==> src/rtl/zloader_if.sv <==
// Byte-stream handshake between a boot source and the zloader.
// A byte transfers on a rising edge when IN_VALID and IN_READY are both high.
interface zloader_if #(
  parameter int DATA_W = 8
);
  logic              IN_VALID;
  logic [DATA_W-1:0] IN_DATA;
  logic              IN_READY;

  modport master (output IN_VALID, output IN_DATA, input IN_READY);
  modport slave  (input IN_VALID, input IN_DATA, output IN_READY);
endinterface

==> src/rtl/zloader.sv <==
// Boot-time program loader: frames LEN/payload/CHK into program RAM, then releases the core.
// Optional: define ZLOADER_ZERO_FILL_EN to pad unused RAM words with 0x00 before RUN.
module zloader #(
  parameter int DEPTH  = 16,
  parameter int ADDR_W = 4,
  parameter int DATA_W = 8
) (
  input  logic              CLK,
  input  logic              RESET,
  zloader_if.slave          in_if,
  input  logic              RELOAD,
  output logic [ADDR_W-1:0] RAM_ADDR,
  output logic              RAM_OP,
  output logic [DATA_W-1:0] RAM_DATA_IN,
  output logic              CORE_RESET,
  output logic              DONE,
  output logic              ERROR,
  output logic [ADDR_W:0]   BYTE_COUNT
);

  // state   | meaning
  // S_IDLE  | waiting for LEN byte
  // S_LOAD  | writing payload bytes to RAM
  // S_CHECK | waiting for checksum byte
  // S_RUN   | core released, core owns RAM
  // S_ERR   | bad length or checksum, wait for RELOAD
  // S_FILL  | zero-padding addresses LEN..DEPTH-1 (optional)
  typedef enum logic [2:0] {
    S_IDLE  = 3'd0,
    S_LOAD  = 3'd1,
    S_CHECK = 3'd2,
    S_RUN   = 3'd3,
    S_ERR   = 3'd4,
    S_FILL  = 3'd5
  } state_t;

  localparam logic [ADDR_W:0]   DEPTH_C = (ADDR_W+1)'(DEPTH);
  localparam logic [ADDR_W:0]   ONE_C   = (ADDR_W+1)'(1);
  localparam logic [DATA_W-1:0] DEPTH_B = DATA_W'(DEPTH);

  state_t            state_q, state_d;
  logic [ADDR_W:0]   len_q, len_d;
  logic [ADDR_W:0]   count_q, count_d;
  logic [DATA_W-1:0] sum_q, sum_d;
  logic [ADDR_W-1:0] addr_q, addr_d;
  logic              op_q, op_d;
  logic [DATA_W-1:0] wdata_q, wdata_d;
  logic              run_q, run_d;
`ifdef ZLOADER_ZERO_FILL_EN
  logic [ADDR_W-1:0] fill_q, fill_d;
`endif

  logic            ready;
  logic            accept;
  logic [ADDR_W:0] count_inc;

  assign ready          = (state_q inside {S_IDLE, S_LOAD, S_CHECK}) && !RELOAD;
  assign in_if.IN_READY = ready;
  assign accept         = in_if.IN_VALID && ready;
  assign count_inc      = count_q + ONE_C;

  always_comb begin
    state_d = state_q;
    len_d   = len_q;
    count_d = count_q;
    sum_d   = sum_q;
    addr_d  = addr_q;
    op_d    = 1'b0;
    wdata_d = wdata_q;
`ifdef ZLOADER_ZERO_FILL_EN
    fill_d  = fill_q;
`endif

    case (state_q)
      S_IDLE: begin
        if (accept) begin
          if (in_if.IN_DATA == '0 || in_if.IN_DATA > DEPTH_B) begin
            state_d = S_ERR;
          end else begin
            len_d   = in_if.IN_DATA[ADDR_W:0];
            sum_d   = '0;
            count_d = '0;
            state_d = S_LOAD;
          end
        end
      end
      S_LOAD: begin
        if (accept) begin
          op_d    = 1'b1;
          addr_d  = count_q[ADDR_W-1:0];
          wdata_d = in_if.IN_DATA;
          sum_d   = sum_q + in_if.IN_DATA;
          count_d = count_inc;
          if (count_inc == len_q) state_d = S_CHECK;
        end
      end
      S_CHECK: begin
        if (accept) begin
          if (in_if.IN_DATA != sum_q) begin
            state_d = S_ERR;
          end else begin
`ifdef ZLOADER_ZERO_FILL_EN
            if (len_q != DEPTH_C) begin
              fill_d  = len_q[ADDR_W-1:0];
              state_d = S_FILL;
            end else begin
              addr_d  = '0;
              state_d = S_RUN;
            end
`else
            addr_d  = '0;
            state_d = S_RUN;
`endif
          end
        end
      end
`ifdef ZLOADER_ZERO_FILL_EN
      S_FILL: begin
        // Last pad write keeps its address; RUN parks RAM_ADDR at 0 one cycle later.
        op_d    = 1'b1;
        addr_d  = fill_q;
        wdata_d = '0;
        fill_d  = fill_q + 1'b1;
        if (fill_q == ADDR_W'(DEPTH - 1)) state_d = S_RUN;
      end
`endif
      S_RUN: begin
        addr_d = '0;
      end
      S_ERR: begin
        state_d = S_ERR;
      end
      default: begin
        state_d = S_IDLE;
      end
    endcase

    if (RELOAD) begin
      state_d = S_IDLE;
      op_d    = 1'b0;
      count_d = '0;
      len_d   = '0;
      sum_d   = '0;
    end

    // Core release lags the RUN transition by one edge and drops on the edge that leaves RUN.
    run_d = (state_q == S_RUN) && (state_d == S_RUN);
  end

  always_ff @(posedge CLK or posedge RESET) begin
    if (RESET) begin
      state_q <= S_IDLE;
      len_q   <= '0;
      count_q <= '0;
      sum_q   <= '0;
      addr_q  <= '0;
      op_q    <= 1'b0;
      wdata_q <= '0;
      run_q   <= 1'b0;
`ifdef ZLOADER_ZERO_FILL_EN
      fill_q  <= '0;
`endif
    end else begin
      state_q <= state_d;
      len_q   <= len_d;
      count_q <= count_d;
      sum_q   <= sum_d;
      addr_q  <= addr_d;
      op_q    <= op_d;
      wdata_q <= wdata_d;
      run_q   <= run_d;
`ifdef ZLOADER_ZERO_FILL_EN
      fill_q  <= fill_d;
`endif
    end
  end

  assign RAM_ADDR    = addr_q;
  assign RAM_OP      = op_q;
  assign RAM_DATA_IN = wdata_q;
  assign CORE_RESET  = !run_q;
  assign DONE        = run_q;
  assign ERROR       = (state_q == S_ERR);
  assign BYTE_COUNT  = count_q;

endmodule

==> src/flat_wrapper.sv <==
// flat-port wrapper written by rule: the top's interface ports become plain ports
module zloader_flat 
#(
  parameter int DEPTH  = 16,
  parameter int ADDR_W = 4,
  parameter int DATA_W = 8
)
  (CLK, RESET, RELOAD, RAM_ADDR, RAM_OP, RAM_DATA_IN, CORE_RESET, DONE, ERROR, BYTE_COUNT, in_if_IN_VALID, in_if_IN_DATA, in_if_IN_READY);
  zloader_if #(.DATA_W(DATA_W)) in_if_i ();
  input  logic CLK;
  input  logic RESET;
  input  logic RELOAD;
  output logic [ADDR_W-1:0] RAM_ADDR;
  output logic RAM_OP;
  output logic [DATA_W-1:0] RAM_DATA_IN;
  output logic CORE_RESET;
  output logic DONE;
  output logic ERROR;
  output logic [ADDR_W:0] BYTE_COUNT;
  input wire logic [$bits(in_if_i.IN_VALID)-1:0] in_if_IN_VALID;
  input wire logic [$bits(in_if_i.IN_DATA)-1:0] in_if_IN_DATA;
  output wire logic [$bits(in_if_i.IN_READY)-1:0] in_if_IN_READY;
  assign in_if_i.IN_VALID = in_if_IN_VALID;
  assign in_if_i.IN_DATA = in_if_IN_DATA;
  assign in_if_IN_READY = in_if_i.IN_READY;
  zloader #(.DEPTH(DEPTH), .ADDR_W(ADDR_W), .DATA_W(DATA_W)) u_core (.CLK(CLK), .RESET(RESET), .in_if(in_if_i), .RELOAD(RELOAD), .RAM_ADDR(RAM_ADDR), .RAM_OP(RAM_OP), .RAM_DATA_IN(RAM_DATA_IN), .CORE_RESET(CORE_RESET), .DONE(DONE), .ERROR(ERROR), .BYTE_COUNT(BYTE_COUNT));
endmodule
==> config.mk <==
export PLATFORM = sky130hd
export DESIGN_NAME = zloader_flat
export DESIGN_NICKNAME = d
export VERILOG_FILES = /design/src/rtl/zloader_if.sv /design/src/rtl/zloader.sv /design/src/flat_wrapper.sv
export SDC_FILE = /design/constraint.sdc
export NUM_CORES = 1
export LEC_CHECK = 0
export ABC_AREA = 1
export CAP_MARGIN = 20
export CORE_UTILIZATION = 45
export DETAILED_ROUTE_END_ITERATION = 8
export GPL_TIMING_DRIVEN = 1
export PLACE_DENSITY = 0.79
export SLEW_MARGIN = 10
export SYNTH_ARGS = -nofsm -noshare
export SYNTH_HDL_FRONTEND = slang
export SYNTH_SLANG_ARGS = --single-unit
export TNS_END_PERCENT = 30
==> constraint.sdc <==
create_clock -name CLK -period 1.95 [get_ports CLK]
set_clock_uncertainty 0.1 [all_clocks]
set_input_delay 0.585 -clock CLK [delete_from_list [all_inputs] [get_ports CLK]]
set_output_delay 0.585 -clock CLK [all_outputs]
set_load 0.01 [all_outputs]
==> results.py, run 1 <==
metrics = {
    "run_status": {
        "status": "finished, violations left",
        "violations": "DRC",
    },
    "critical_path": {
        "cpPeakStageDelay_ps": 550,
        "cp-end-kind": "output port",
        "critPathArrivalTime_ps": 1210,
        "rr_startpoint": "u_core.sum_q[0]$_DFFE_PP0P_",
        "r2r_setup_slack_ps": 220,
        "timing.rr.end": "u_core.RAM_ADDR[0]$_DFFE_PP0P_",
        "cp_max_fo": 2,
        "cp_cell_sequence": "clkdlybuf4s50_1",
        "cp-start-kind": "flop",
        "crit_required_ps": 1260,
        "path_buf_inv": 1,
        "worst_r2r_path_depth": 9,
        "cp_slowest_cell": "clkdlybuf4s50_1",
        "path_class": "flop to output port",
        "path_delay_family": "buffers and inverters",
    },
    "clock_tree": {
        "cts_tree": "yes",
        "clock_latency_ps": 300,
        "cts_max_level": 2,
        "cts_buffers": 5,
        "cts.sink_count": 35,
        "cts_setup_buffers": 0,
        "clockBufferDepth": 2,
        "postCtsHoldBufs": 0,
        "cts.clk_slew.worst_paths_ps": 70,
        "clockRootBuffer": "clkbuf_8",
    },
    "timing": {
        "rsz0062_at_grt": "yes",
        "hold_viol": 0,
        "timing.final.ws_setup_ps": 58.4,
        "timing.final.crit_share_pct": 97.0,
        "maxSlewHeadroom_pct": 82.2,
        "tightest_slew_ps": 265,
        "fmax_ghz": 0.529,
        "holdWs_ps": 380,
        "slew_violations": 0,
        "post-route-min-period_ps": 1890,
        "finalSetupViolations": 0,
    },
    "floorplan": {
        "rows": 24,
        "die_h_um": 70.6,
        "ios": 34,
        "core_um2": 4440,
        "start_util_pct": 47.7,
        "dieArea_um2": 4990,
        "die_x_um": 70.6,
    },
    "drt": {
        "drt-total-wl_um": 5190,
        "wl_per_cell_um": 13.1,
        "drt_iter0_drc": 109,
        "vias_per_cell": 5.20,
        "dr.pass1.iters": 6,
        "ant_nets": 0,
        "vias": 2059,
        "route.detailed.drc": 6,
    },
    "layout": {
        "fin_nets": 364,
        "area_growth_pct": 37.6,
        "layout_common_cells": "nand2_1 (68), buf_4 (36), inv_1 (33), dfrtp_1 (32), nand3_1 (23)",
        "drive_gt1_share_pct": 24.7,
        "final_common_cell": "nand2_1",
        "stdcell_area_um2": 2910,
        "insertedDiodeCount": 0,
        "num-fill-cells": 376,
    },
    "power": {
        "power_leakage_nw": 1.47,
        "vdd_drop_max_uv": 417,
        "p_total_mw": 1.62,
        "p_per_area_nw_per_um2": 557,
    },
    "synthesis": {
        "synthDistinctLibCells": 33,
        "synth_seq_area_share_pct": 41.3,
        "netlist_area_um2": 2120,
        "postSynthAreaPerCell_um2": 7.82,
        "async_flop_share_pct": 100,
        "synth_nets": 292,
        "synth-edff-count": 0,
        "ys_warn_count": 0,
        "synth_cells": 271,
        "yosys_register_bits": 35,
        "yosys_most_used_dff": "dfrtp_1",
    },
    "global_routing": {
        "grt_pass1_vias": 1985,
        "overflow": 0,
        "antenna_found_initial": 0,
        "grt_pass1_wl_um": 8740,
        "groute.usage.overall_pct": 22.4,
        "grt_max_degree": 36,
    },
    "min_path": {
        "whs_endpoint": "u_core.RAM_DATA_IN[6]$_DFFE_PP0P_",
        "hp-class": "flop to flop",
        "whs_path_depth": 2,
        "hold_start": "u_core.RAM_DATA_IN[6]$_DFFE_PP0P_",
    },
    "placement": {
        "portBuffers": 33,
        "hpwl_um": 3880,
        "detailed_place.area_um2": 2770,
        "dpl_worst_slack_ps": -519,
        "gp_congestion": 0.913,
    },
    "run": {
        "drv_cap": 0,
    },
}
-- registers in the layout, summed over array words and instances (netlist names) --
register / cells
u_core.len_q: 5
u_core.RAM_DATA_IN: 8
u_core.sum_q: 8
u_core.state_q: 3
u_core.BYTE_COUNT: 5
u_core.DONE: 1
u_core.RAM_OP: 1
u_core.RAM_ADDR: 4
-- synthesized netlist by cell type (3+ instances only) --
| cell type | instances | area [um^2] |
|---|---|---|
| inv_1 | 33 | 124 |
| nor2_1 | 15 | 56.3 |
| ha_1 | 8 | 100 |
| inv_2 | 6 | 22.5 |
| o21ai_2 | 6 | 52.6 |
| o21ai_1 | 22 | 110 |
| a21oi_1 | 5 | 25.0 |
| nand4_1 | 14 | 87.6 |
| dfrtp_1 | 35 | 876 |
| nand3_2 | 3 | 30.0 |
| nand2_1 | 71 | 267 |
| xor2_1 | 3 | 26.3 |
| buf_6 | 3 | 33.8 |
| nand3_1 | 25 | 125 |
-- where the power goes --
| part | total, mW | leakage (nW) | internal [mW] | switching (mW) |
|---|---|---|---|---|
| combinational | 0.258 | 0.938 | 0.127 | 0.131 |
| clock | 0.600 | 0.0505 | 0.321 | 0.278 |
| sequential | 0.767 | 0.478 | 0.752 | 0.0149 |
| total | 1.62 | 1.47 | 1.20 | 0.424 |
-- worst min-delay path, stage by stage, from the launching register on --
cell     delay (ps)
dfrtp_1         350
nand2_1          50
nand2_1          50
-- layout make-up --
class / count / area (um^2) / area share, %
inverter: 42 / 161 / 5.54
multi-input combinational: 188 / 1080 / 37.1
clock buffer: 7 / 96.3 / 3.31
sequential: 35 / 880 / 30.2
timing repair buffer: 71 / 622 / 21.3
tap: 52 / 65.1 / 2.23
clock inverter: 1 / 7.51 / 0.258
-- metrics by stage --
step	cells	TNS (ps)	util, %
global placement	388	-12480	62.4
floorplan	271	0	-
CTS	396	0	65.2
global route	396	-273	65.6
finish	396	0	65.6
detailed placement	388	-13580	62.4
-- routing by layer --
layer | vias to the layer above | GRT usage, % | part of all wire, %
met1 | 976 | 26.2 | 44
met3 | 9 | 5.27 | 3.9
met2 | 46 | 40.5 | 50
li1 | 1028 | - | -
met5 | - | 0 | 0
met4 | 0 | 7.56 | 1.6
-- worst max-delay path by stage --
stage | start | endpoint | slack [ps] | cells after the start
6_report | u_core.RAM_DATA_IN[7]$_DFFE_PP0P_ | RAM_DATA_IN[7] | 60 | 1
5_1_grt | in_if_IN_DATA[1] | u_core.state_q[2]$_DFF_PP0_ | -40 | 10
4_1_cts | RELOAD | in_if_IN_READY | 20 | 5
3_5_place_dp | in_if_IN_DATA[3] | u_core.RAM_ADDR[0]$_DFFE_PP0P_ | -520 | 10
3_3_place_gp | RELOAD | in_if_IN_READY | -470 | 5
2_1_floorplan | in_if_IN_DATA[0] | u_core.sum_q[6]$_DFFE_PP0P_ | 130 | 8
-- logic make-up (layout without fill, tap and decap cells) --
| logic type | count (synthesis) | after routing | share of synthesized area (%) |
|---|---|---|---|
| DFF | 35 | 35 | 41.3 |
| buffers and inverters | 48 | 121 | 9.98 |
| AOI/OAI and AO/OA | 39 | 39 | 10.8 |
| and+or+nand+nor | 136 | 136 | 30.5 |
| xor gates and xnor gates | 4 | 4 | 1.65 |
| adders and majority gates | 9 | 9 | 5.67 |
-- what timing repair did --
item | in CTS | in global routing
endpoints found under the setup margin | 35 | 16
pin swaps | 12 | 1
gates resized for setup | 22 | 12
No activity file was read; power rests on OpenSTA's default activity.
==> run 2: changes to the inputs <==
Settings changed: SETUP_SLACK_MARGIN set to 0.3.
==> results.py, run 2 (synthesis gave the netlist of run 1 again) <==
metrics = {
    "drt": {
        "vias_per_cell": 5.24,
        "vias": 2090,
        "dr.pass1.iters": 6,
        "drt_iter0_drc": 106,
        "ant_nets": 0,
        "route.detailed.drc": 8,
        "drt-total-wl_um": 5380,
        "wl_per_cell_um": 13.5,
    },
    "floorplan": {
        "dieArea_um2": 4990,
        "die_x_um": 70.6,
        "die_h_um": 70.6,
        "ios": 34,
        "start_util_pct": 47.7,
        "rows": 24,
        "core_um2": 4440,
    },
    "global_routing": {
        "overflow": 0,
        "grt_pass1_wl_um": 9300,
        "grt_pass1_vias": 2047,
        "antenna_found_initial": 0,
        "grt_max_degree": 36,
        "groute.usage.overall_pct": 24.1,
    },
    "clock_tree": {
        "clockRootBuffer": "clkbuf_8",
        "cts.clk_slew.worst_paths_ps": 70,
        "cts_max_level": 2,
        "cts.sink_count": 35,
        "clockBufferDepth": 2,
        "postCtsHoldBufs": 0,
        "cts_buffers": 5,
        "clock_latency_ps": 290,
        "cts_tree": "yes",
    },
    "critical_path": {
        "cp-start-kind": "input port",
        "timing.rr.end": "u_core.sum_q[7]$_DFFE_PP0P_",
        "rr_startpoint": "u_core.sum_q[2]$_DFFE_PP0P_",
        "worst_r2r_path_depth": 7,
        "cp-end-kind": "output port",
        "cp_max_fo": 2,
        "path_class": "input port to output port",
        "crit_start": "RELOAD",
        "crit_required_ps": 1260,
        "r2r_setup_slack_ps": 300,
        "critPathArrivalTime_ps": 1100,
        "crit_path_end": "in_if_IN_READY",
    },
    "layout": {
        "stdcell_area_um2": 3070,
        "layout_common_cells": "nand2_1 (70), buf_4 (38), dfrtp_1 (33), inv_1 (27), o21ai_1 (23)",
        "num-fill-cells": 358,
        "insertedDiodeCount": 0,
        "final_common_cell": "nand2_1",
        "drive_gt1_share_pct": 31.4,
        "seq_area_um2": 878,
        "area_growth_pct": 44.7,
        "fin_nets": 367,
        "stdcell_count": 399,
        "multiInputGateArea_um2": 1210,
    },
    "power": {
        "p_comb_share_pct": 17.7,
        "p_per_area_nw_per_um2": 508,
        "seqPwrFrac_pct": 49.2,
        "switching_share_pct": 27.2,
        "p_total_mw": 1.56,
        "switchingPower_uw": 424,
        "p_int_mw": 1.13,
        "p_clk_share_pct": 33.0,
        "vdd_drop_max_uv": 459,
        "power_leakage_nw": 1.66,
    },
    "timing": {
        "maxSlewHeadroom_pct": 79.9,
        "rsz0062_at_grt": "yes",
        "holdWs_ps": 372,
        "fmax_ghz": 0.561,
        "tightest_slew_ps": 300,
        "slew_violations": 0,
        "post-route-min-period_ps": 1780,
        "hold_viol": 0,
        "finalSetupViolations": 0,
        "timing.final.crit_share_pct": 91.5,
    },
    "placement": {
        "portBuffers": 33,
        "dp_cells": 385,
        "gp_congestion": 0.896,
        "hpwl_um": 3990,
        "detailed_place.area_um2": 2840,
    },
    "min_path": {
        "whs_path_depth": 2,
        "hp-class": "flop to flop",
    },
    "run": {
        "drv_cap": 0,
    },
    "run_status": {
        "violations": "DRC",
        "status": "finished, violations left",
    },
}
-- run 2: cell count changes in the layout (fill, tap and decap cells not counted), moves of 6 or more --
cell | previous run | this run
clkdlybuf4s50_1 | 18 | 1
dlymetal6s2s_1 | 2 | 12
ha_1 | 7 | 0
ha_4 | 1 | 8
inv_1 | 33 | 27
-- run 2: worst min path at each step --
stage	startpoint	end	slack, ps
finish	u_core.RAM_DATA_IN[2]$_DFFE_PP0P_	u_core.RAM_DATA_IN[2]$_DFFE_PP0P_	370
global route	u_core.RAM_DATA_IN[7]$_DFFE_PP0P_	u_core.RAM_DATA_IN[7]$_DFFE_PP0P_	400
CTS	u_core.RAM_DATA_IN[2]$_DFFE_PP0P_	u_core.RAM_DATA_IN[2]$_DFFE_PP0P_	380
detailed placement	u_core.RAM_DATA_IN[2]$_DFFE_PP0P_	u_core.RAM_DATA_IN[2]$_DFFE_PP0P_	360
global placement	u_core.RAM_DATA_IN[5]$_DFFE_PP0P_	u_core.RAM_DATA_IN[5]$_DFFE_PP0P_	360
floorplan	u_core.len_q[2]$_DFFE_PP0P_	u_core.len_q[2]$_DFFE_PP0P_	380
-- run 2: final cells by class --
type                    count  share of cell area (%)
inverters                  42                    5.47
flip-flops and latches     35                    28.7
clock inverters             1                   0.163
repair buffers             74                    21.8
well taps                  52                    2.12
clock buffers               7                    2.49
multi-input cells         188                    39.3
-- run 2: repair_timing --
item	CTS	global route
hold endpoints to repair	0	0
buffers inserted	4	2
gates resized for setup	74	21
endpoints found under the setup margin	56	53
pin swaps	12	9
-- run 2: power groups by stage --
stage	Clock, mW	Sequential [mW]	Combinational [mW]
finish	0.514	0.766	0.276
detailed placement	0	0.781	0.272
global route	0.555	0.769	0.300
floorplan	0	0.791	0.107
global placement	0	0.780	0.264
CTS	0.522	0.767	0.274
-- run 2: critical path: stages --
cell	delay, ps
clkdlybuf4s15_2	210
clkinv_4	60
nand3_4	70
inv_1	40
buf_2	130
-- run 2: stage by stage --
stage               setup TNS [ps]  utilization, %  setup slack [ps]
floorplan                        0               -               238
global placement            -14180            63.9              -556
detailed placement          -14960            63.9              -556
CTS                              0            67.4              74.0
global route                     0            69.0               127
finish                           0            69.0               166
-- run 2: metal layers --
| metal | track usage (%) | share of wire, % |
|---|---|---|
| met5 | 0 | 0 |
| met1 | 28.9 | 43 |
| met4 | 11.8 | 2.5 |
| met2 | 42.1 | 50 |
| met3 | 4.42 | 4.0 |
==> run 3: changes to the inputs <==
Settings changed: SLEW_MARGIN 10 to unset.
==> results of run 3 <==
Final layout, timing and power as in run 2 (identical DEF).
